===== src/rtl/inst_fetch_unit.sv =====
// Instruction-fetch stage: owns the PC, fetches one word per en_fetch request over a ready handshake.
// Latency: inst_valid pulses k+1 cycles after en_fetch when imem_ready is seen k cycles after it (2 for zero-wait memory).
// Backpressure: one fetch in flight; en_fetch outside IDLE is dropped; a stalled request times out after TIMEOUT cycles.
//
// Ports:
//   clk, rst                 rising-edge clock, async active-high reset
//   en_fetch                 fetch request at the current (or just-committed) PC
//   pc_we, PCSel, alu_result PC commit: next PC = PCSel ? alu_result : pc+4
//   imem_req/addr/ready/rdata  instruction-memory request/response handshake
//   instruction, inst_valid  latched word for control/decode and its update strobe
//   pc, pc_plus4             current PC and pc+4 (combinational)
//   busy, fetch_fault        request outstanding; sticky misalign/timeout flag
module inst_fetch_unit #(
  parameter logic [31:0] RESET_PC = 32'h0000_0000,
  parameter int          TIMEOUT  = 16,
  parameter logic [31:0] NOP_WORD = 32'h0000_0013
) (
  input  logic        clk,
  input  logic        rst,
  input  logic        en_fetch,
  input  logic        pc_we,
  input  logic        PCSel,
  input  logic [31:0] alu_result,
  output logic        imem_req,
  output logic [31:0] imem_addr,
  input  logic        imem_ready,
  input  logic [31:0] imem_rdata,
  output logic [31:0] instruction,
  output logic [31:0] pc,
  output logic [31:0] pc_plus4,
  output logic        inst_valid,
  output logic        busy,
  output logic        fetch_fault
);

  typedef enum logic [1:0] {IDLE, REQ, DONE, FAULT} state_t;

  localparam logic [15:0] WAIT_LAST = 16'(TIMEOUT - 1);

  state_t      state;
  logic [15:0] wait_cnt;
  logic [31:0] next_pc;
  logic [31:0] fetch_addr;

  assign pc_plus4 = pc + 32'd4;
  assign next_pc  = PCSel ? alu_result : pc_plus4;
  // A commit in the same cycle as en_fetch takes effect first, so fetch from the new PC.
  assign fetch_addr = pc_we ? next_pc : pc;

  always_ff @(posedge clk or posedge rst) begin
    if (rst) begin
      state       <= IDLE;
      pc          <= RESET_PC;
      instruction <= NOP_WORD;
      imem_req    <= 1'b0;
      imem_addr   <= RESET_PC;
      inst_valid  <= 1'b0;
      busy        <= 1'b0;
      fetch_fault <= 1'b0;
      wait_cnt    <= 16'd0;
    end else begin
      if (pc_we) begin
        pc <= next_pc;
      end
      inst_valid <= 1'b0;

      case (state)
        IDLE: begin
          if (en_fetch) begin
            if (fetch_addr[1:0] != 2'b00) begin
              // Misaligned target: never touch memory, hand control a NOP.
              state       <= FAULT;
              fetch_fault <= 1'b1;
              instruction <= NOP_WORD;
              inst_valid  <= 1'b1;
            end else begin
              state       <= REQ;
              imem_addr   <= fetch_addr;
              imem_req    <= 1'b1;
              busy        <= 1'b1;
              wait_cnt    <= 16'd0;
              fetch_fault <= 1'b0;
            end
          end
        end

        REQ: begin
          if (imem_ready) begin
            state       <= DONE;
            instruction <= imem_rdata;
            imem_req    <= 1'b0;
            busy        <= 1'b0;
            inst_valid  <= 1'b1;
          end else if (wait_cnt == WAIT_LAST) begin
            state       <= FAULT;
            instruction <= NOP_WORD;
            imem_req    <= 1'b0;
            busy        <= 1'b0;
            fetch_fault <= 1'b1;
            inst_valid  <= 1'b1;
          end else begin
            wait_cnt <= wait_cnt + 16'd1;
          end
        end

        DONE:    state <= IDLE;
        FAULT:   state <= IDLE;
        default: state <= IDLE;
      endcase
    end
  end

endmodule


===== config.mk =====
export PLATFORM = sky130hd
export DESIGN_NAME = inst_fetch_unit
export DESIGN_NICKNAME = d
export VERILOG_FILES = /design/src/rtl/inst_fetch_unit.sv
export SDC_FILE = /design/constraint.sdc
export NUM_CORES = 1
export LEC_CHECK = 0
export CAP_MARGIN = 5
export CORE_UTILIZATION = 33
export DETAILED_ROUTE_END_ITERATION = 8
export GPL_ROUTABILITY_DRIVEN = 0
export PLACE_DENSITY = 0.73
export SYNTH_ARGS = -nofsm -noshare
export SYNTH_HDL_FRONTEND = slang
export SYNTH_SLANG_ARGS = --single-unit
export TNS_END_PERCENT = 5

===== constraint.sdc =====
create_clock -name clk -period 3.7 [get_ports clk]
set_input_delay 0.74 -clock clk [delete_from_list [all_inputs] [get_ports clk]]
set_output_delay 0.74 -clock clk [all_outputs]
set_load 0.05 [all_outputs]

After elaboration in Yosys (flattened, before gate mapping) --
Index checks and enable logic that the tools add are counted.
Cells by class: multiplexer cells 31, reduce and logical (&&, ||, !) cells 10, eq/ne operators 11, add/sub/neg operators 2, bitwise logic cells 1
Operators by type and width (count):
- 2-to-1 mux 32 bit | 6
- 2-to-1 mux 16 bit | 4
- case mux 32 bit (2 select lines) | 1
- adder 32 x 3 -> 32 bit (second input constant) | 1
- case mux 16 bit (2 select lines) | 1
- adder 16 x 1 -> 16 bit (second input constant) | 1
- == test 16 x 4 -> 1 bit (second input constant) | 1
- inequality test 2 bit (second input constant) | 6
- AND reduction 4 bit | 3
- 2-to-1 mux 1 bit | 11
- 2-to-1 mux 2 bit | 4
- case mux 1 bit (2 select lines) | 3
- case mux 2 bit (3 select lines) | 1
- AND reduction 5 bit | 1
- == test 2 bit (second input constant) | 2
- nonzero test 2 bit | 2
- inequality test 3 bit (second input constant) | 1
- AND reduction 3 bit | 1
- == test 2 x 1 -> 1 bit (second input constant) | 1
- zero test 2 bit | 1
- AND reduction 2 bit | 1
- OR reduction 2 bit | 1
- NOT 1 bit | 1
Word-level totals: bits in registers 117, bits of input ports 70, output and inout bits 132

Logic depth before layout (Yosys ltp) --
depth after elaboration 7, depth in mapped cells 8, mapped depth without buffers 7

Worst setup path after synthesis --
OpenSTA, ideal clock, no wires.
path kind flip-flop to output port, start register pc[3], end output port pc_plus4[20], arrival time 2.950 ns, stages on the path, launching flop included 9, setup slack 0.010 ns, cell sequence dfrtp_1 ha_1 buf_6 inv_1 or4_1 buf_2 nor2_1 nand3_1 xnor2_1
On the way: longest elaborated chain between the ends 1
Ends and longest elaborated chain:
- start, declared | RTL line 29 | output logic [31:0] pc,
- start signal, assigned | RTL line 63 | pc <= next_pc;
- adder 32 x 3 -> 32 bit | RTL line 45 | assign pc_plus4 = pc + 32'd4;
- end, declared | RTL line 30 | output logic [31:0] pc_plus4,
Every way passes these cells.

Final worst setup path --
start register pc[2], end output port pc_plus4[30]
The elaborated chain is that of the path after synthesis.

==> reports/qor_table.md <==
| Group | Parameter | This run |
|:---|:---|:---|
| status | Outcome | finished, final reports clean |
| timing | Final setup vio count | 0 |
| clock network | Clock latency of the later-clocked register in the worst-skew pair | 0.42 ns |
| setup path | Required time of the critical path | 2.96 ns |
| timing | Clock period minus final worst setup slack | 3.54 ns |
| clock network | Total clock sinks | 117 |
| global routing | Initial antenna violation count | 1 |
| timing | RSZ-0062 raised after global routing | no |
| final layout | Total Nets Final | 846 |
| logic synthesis | Proportion of netlist area held by the largest area contributor | 47.7% |
| clock network | Clock Root Buffer | clkbuf_16 |
| die | Area of the core | 17,500 um2 |
| clock network | Number of setup buffers added after CTS | 0 |
| global routing | Congestion Overflow GR | 0 |
| placement | Port bufs | 201 |
| clock network | Number of buffers inserted during clock tree synthesis | 17 |
| setup path | Critical setup path kind | register to output pin |
| drt | Average wire per standard cell | 17.9 um |
| timing | Achievable Freq | 283 MHz |
| timing | Total negative setup slack | 0 ns |
| placement | Post-Place Cells | 980 |
| die | Number of placement rows | 48 |
| power | Sequential share of power | 27.9% |
| setup path | Startpoint of the worst setup timing path | pc[2] |
| global routing | Via count of the first global-routing pass | 5,303 |
| final layout | Layout overhead on the synthesized area | 49.3% |
| drt | Via count normalized by instance count | 5.28 |
| drt | DRC violations left | 0 |
| setup path | Crit Path Max Fanout | 9 |
| global routing | Total track usage | 19.9% |
| logic synthesis | Share of async-settable or async-resettable flops after synthesis | 100% |
| global routing | Maximum number of pins on one net before global-route repair | 118 |
| power | Total Power Consumption | 7.28 mW |
| logic synthesis | Synthesized area divided by synthesized cell count | 10.2 um2 |
| setup path | Crit start category | register |
| power | Leakage power | 3.65 nW |
| logic synthesis | Cell with the most instances after synthesis | dfrtp_1 |
| logic synthesis | Most used flip-flop cell after synthesis | dfrtp_1 |
| logic synthesis | Library cell occupying the most area in the post-synthesis netlist | dfrtp_1 |
| logic synthesis | Sequential share of the synthesized area | 49.1% |
| power | Net switching power | 3.19 mW |
| timing | Final Skew | 0.00716 ns |
| clock network | Clock tree from TritonCTS | done |
| die | DIE AREA | 18,600 um2 |
| run | Number of max-cap violations | 0 |
| drt | Number of DRC markers after the initial detailed-route iteration | 324 |
| clock network | Clock transition at the registers of the reported paths | 0.06 ns |
| logic synthesis | Largest cells by area after synthesis | dfrtp_1 48%, a22o_1 4.7%, xnor2_1 4.3% |
| final layout | Final Instance Count excl. Fillers | 1,013 |
| power | Clock power share | 24.3% |
| die | Die X | 137 um |
| setup path | Reg2reg start | pc[2] |
| setup path | Data arrival time of the worst path | 2.80 ns |
| timing | Number of hold violations in the final report | 0 |
| drt | Total detailed-routing wirelength | 18,100 um |
| timing | Worst slew margin relative to its limit | 57.8% |
| logic synthesis | Number of cells produced by synthesis | 586 |
| logic synthesis | Flops & latches, synth | 117 |
| logic synthesis | Total of warnings raised by yosys | 0 |
| logic synthesis | Commonest cells post-synth | 114 x dfrtp_1, 50 x nand2_1, 44 x nor2_1 |
| hold path | HP Start | imem_addr[25] |
| clock network | Buffers from clock root to sink, at most | 2 |
| timing | Number of pins with negative max-slew slack in the final report | 0 |
| power | Pint | 4.09 mW |
| drt | Number of detailed-route iterations in the first pass | 5 |
| logic synthesis | Post-synthesis instance area | 5970 um2 |
| timing | Period Utilization, post-route | 95.6% |
| drt | Antenna-violating nets left | 0 |
| drt | Overall via count from detail_route | 5,352 |
| hold path | Class of the worst hold path | register to register |
| die | Top Ports | 202 |
| power | Maximum VDD drop | 0.486 mV |
| die | Initial Util | 34.2% |
| logic synthesis | Mapped Nets | 658 |
| die | Vertical die dimension | 137 um |
| logic synthesis | Number of distinct library cells after synthesis | 72 |
| power | Combinational group share of total power | 47.8% |
| logic synthesis | Number of flops mapped to enable cells by yosys | 0 |
| power | Sw frac | 43.8% |
| final layout | Share of final-layout standard cells stronger than drive strength 1 | 13.0% |
| setup path | Critical path endpoint category | output pin |
| global routing | First-pass GRT wire length | 28,200 um |
| clock network | H-tree lvl count | 4 |
| placement | Placed wire-length estimate after detailed placement | 12,800 um |
| power | Ratio of total power to cell area | 816 nW/um2 |
| timing | Final hold slack | 0.482 ns |
| timing | Transition time at the pin with the least slew margin | 0.629 ns |
[final timing paths]
| kind | slack (ns) | depth (start not counted) | to |
|---|---|---|---|
| worst max-delay path | 0.16 | 6 | pc_plus4[30] |
| worst min-delay path | 0.48 | 2 | imem_addr[25] |
| worst max register to register | 1.19 | 6 | imem_addr[16] |
| worst min register to register | 0.48 | 2 | imem_addr[25] |
| max in group asynchronous | 2.37 | 3 | inst_valid |
| min in group asynchronous | 0.84 | 3 | pc[23] |
[power groups by stage]
stage / Clock (mW) / Sequential (mW) / Combinational, mW
2_1_floorplan: 0 / 3.29 / 1.01
3_3_place_gp: 0 / 2.03 / 3.48
3_5_place_dp: 0 / 2.04 / 3.49
4_1_cts: 1.80 / 2.03 / 3.50
5_1_grt: 1.86 / 2.09 / 3.63
6_report: 1.77 / 2.03 / 3.48
[per-stage QoR]
step	util, %	setup slack, ns	area [um2]
floorplan	-	0.00980	5980
global placement	47.3	0.402	8270
detailed placement	47.3	0.399	8270
CTS	51.0	0.0183	8910
global route	51.0	0.0541	8920
finish	51.0	0.164	8920
[area by class of cell]
class / count / area (um2)
Fill cell: 1570 / 8560
Sequential cell: 117 / 2930
Multi-Input combinational cell: 409 / 2770
Timing Repair Buffer: 215 / 2250
Clock buffer: 20 / 457
Tap cell: 225 / 282
Clock inverter: 12 / 178
Inverter: 14 / 56.3
Antenna cell: 1 / 2.50
[worst max-delay path, cell delays in order (launching register included)]
cell and delay [ns]:
dfrtp_1 0.46, ha_2 0.32, inv_1 0.11, or4_4 0.62, o31a_2 0.37, or2_2 0.32, buf_4 0.20
[repair_timing]
item / CTS / global route
hold buffers: 0 / 0
endpoints found under the hold margin: 0 / 0
gates resized for setup: 1 / 3
setup endpoints to repair: 3 / 3
[flip-flops by register name (all words and copies together) (netlist names)]
register / count
inst_valid: 1
pc: 32
busy: 1
instruction: 32
state: 2
fetch_fault: 1
imem_addr: 32
wait_cnt: 16
[cell usage in the layout (no fill, tap or decap), types with 4 or more instances in the layout]
cell type        count
nor4_1               6
nand4_1             12
buf_12              14
and3_1               7
a22o_1              32
o31ai_1              8
nand3_1             28
buf_4               18
nand2b_1             4
mux2_2              16
a311oi_1             4
clkinvlp_4           5
nor3_1               9
inv_1               12
o21ai_0             25
a21oi_1             15
nor2_1              43
nand2_1             50
mux2i_1              9
clkbuf_16           17
xnor2_1             29
clkdlybuf4s50_1    183
a22oi_1             13
or4_1                5
and4_1               5
xor2_1               8
a31oi_1              8
and2_1               7
bufinv_16            4
dfrtp_1            114
[per-layer routing]
layer | part of all wire [%] | vias to the layer above | track usage [%]
li1 | - | 2530 | -
met1 | 45 | 2595 | 26.7
met2 | 46 | 200 | 30.1
met3 | 7.0 | 27 | 5.67
met4 | 2.7 | 0 | 8.21
met5 | 0 | - | 0
[kinds of logic (layout without fill, tap and decap cells)]
group	Yosys count	after routing	synth area share, %
and+or+nand+nor	207	207	18.8
AOI/OAI and AO/OA	137	137	16.5
DFF	117	117	49.1
buffers and inverters	60	261	5.03
xor gates and xnor gates	37	37	5.42
muxes	26	26	4.77
adders and majority gates	2	2	0.419
other	0	1	0
Power figures use the tool's default switching activity.
==> RTL edit (config.mk and constraints unchanged) <==
Encoding of `state_t`: now Gray code (2 bits for 4 states).
--- a/src/rtl/inst_fetch_unit.sv
+++ b/src/rtl/inst_fetch_unit.sv
@@ -35,3 +35,3 @@
 
-  typedef enum logic [1:0] {IDLE, REQ, DONE, FAULT} state_t;
+  typedef enum logic [1:0] {IDLE = 2'b00, REQ = 2'b01, DONE = 2'b11, FAULT = 2'b10} state_t;
 
Check against the original RTL: no difference found for any inputs over 4 cycles, from zero or initial values and one cycle with rst high; so few cycles prove little.
==> RTL edit against the unedited design <==
Sequential cell count did not move; synthesized cell count is 1.5% lower; via count down 3.7%; area after synthesis is 1.3% lower; routed wire length is 5.9% lower; worst setup slack better by 0.019 ns; register-to-register slack lost 0.19 ns; design area fell by 1.2%; power is 2.8% higher; fmax increased by 0.55%; critical path type unchanged; critical endpoint is now pc_plus4[13]; largest cell class unchanged.
==> RTL edit: results (changes against the unedited design) <==
Status -> completed (unchanged)
Grt met3 use -> 4.90% (was 5.67%)
Worst Path Max Fanout -> 10 (was 9)
CP max stage cell -> clkdlybuf4s50_1 (was or4_4)
Detailed Routing Iterations Pass 1 -> 4 (was 5)
Later-pin clock latency in the skew report -> 0.41 ns
Max H-tree Level -> 4 (unchanged)
Initial antenna violation count -> 0 (was 1)
R2R depth -> 7 (was 6)
# fillers -> 1562 (was 1570)
Met2 wire length -> 8130 µm (was 8270 µm)
VDD IR-drop max -> 0.637 mV (was 0.486 mV)
Final WL -> 17000 µm (was 18100 µm)
GRT Overall Usage -> 18.5% (was 19.9%)
Crit path largest cell delay -> 0.81 ns (was 0.62 ns)
Crit path DAT -> 2.78 ns (was 2.80 ns)
Worst flop-to-flop path startpoint -> wait_cnt[4] (was pc[2])
Lkg Pwr -> 3.72 nW (was 3.65 nW)
GR Util met2 -> 29.8% (was 30.1%)
Top flop regs -> imem_addr x32, instruction x32, pc x32 (unchanged)
Worst Max-Slew Pin Slew -> 0.608 ns (was 0.629 ns)
Metal3 WL -> 1020 µm (was 1260 µm)
CTS Buf Count -> 17 (unchanged)
Hold Crit Class -> reg2reg (unchanged)
Top Metal Used -> met4 (unchanged)
Met1 Resource Use GR -> 24.2% (was 26.7%)
Placed Cells -> 978 (was 980)
Worst slack, placed -> 0.382 ns (was 0.399 ns)
Clock Pin Slew Worst Setup and Hold Paths -> 0.06 ns (about the same)
Hold Startpoint -> imem_addr[22] (was imem_addr[25])
Number of DRC markers in iteration 0 -> 292 (was 324)
Layout Cells excl Fill -> 1010 (was 1013)
Critical path startpoint -> pc[4] (was pc[2])
Met1 WL -> 7730 µm (was 8100 µm)
Post-synth cell types -> 65 (was 72)
Syn_area_per_cell -> 10.2 µm² (about the same)
Sequential share of the synthesized area -> 49.7% (was 49.1%)
Synth cell count leaders -> dfrtp_1, nand2_1, nor2_1 (unchanged)
Clk_skew -> 0.0135 ns (was 0.00716 ns)
Share of cells above drive strength 1 -> 13.2% (was 13.0%)
Post-DP HPWL -> 12400 µm (was 12800 µm)
Cell family with most CP delay -> buffers and inverters (was simple AND/OR/NAND/NOR gates)
ANT cells -> 0 (was 1)
Post-Syn Nets -> 649 (was 658)
Clk root buf -> clkbuf_16 (unchanged)
Largest net degree at the start of global routing -> 41 (was 118)
Vias in the first global route -> 4947 (was 5303)
Via density -> 5.10 (was 5.28)
Final nets -> 844 (was 846)
First-pass GRT wire length -> 26400 µm (was 28200 µm)
Top post-synthesis cells by area -> dfrtp_1, a22o_1, xnor2_1 (unchanged)
Area after DPL -> 8200 µm² (was 8270 µm²)
## RTL edit: cell count changes in the layout (fill, tap and decap cells not counted), moves of 6 or more
cell	unedited run	this run
nand2_1	50	61
a21oi_1	15	25
buf_4	18	24
o22ai_1	2	23
a22oi_1	13	2
nand3_1	28	20
mux2i_1	9	16
o21ai_0	25	10
## RTL edit: layout make-up
| class | count | area [µm²] | area share (%) |
|---|---|---|---|
| tap | 225 | 282 | 3.19 |
| multi-input combinational | 404 | 2720 | 30.9 |
| inverter | 15 | 60.1 | 0.681 |
| clock inverter | 14 | 178 | 2.02 |
| sequential | 117 | 2930 | 33.3 |
| clock buffer | 18 | 439 | 4.98 |
| timing repair buffer | 217 | 2210 | 25.0 |
## RTL edit: logic make-up after synthesis
family,share of synthesized area [%]
DFF,49.7
xor gates and xnor gates,5.94
buffers and inverters,4.18
and+or+nand+nor,17.6
adders and majority gates,0.424
AOI/OAI and AO/OA,16.6
muxes,5.58
## RTL edit: what timing repair did
action	CTS	global route
endpoints found under the setup margin	1	1
endpoints found under the hold margin	0	0
gates resized for setup	1	1
setup buffers	0	0
## RTL edit: through the flow
stage	hold WS (ns)	util [%]
after floorplan	0.475	-
after global placement	0.462	47.2
after detailed placement	0.467	47.2
after CTS	0.481	50.8
after global routing	0.496	50.8
final	0.474	50.8
## RTL edit: worst paths after layout
path | to | slack, ns
worst min register to register | imem_addr[22] | 0.47
max in group asynchronous | imem_addr[5] | 2.28
worst max-delay path | pc_plus4[13] | 0.18
worst max register to register | instruction[1] | 1.00
worst min-delay path | imem_addr[22] | 0.47
min in group asynchronous | imem_addr[0] | 0.64
## RTL edit: where the power goes
part	internal [mW]	switching, mW
combinational	1.30	2.41
sequential	1.72	0.355
clock	1.08	0.613
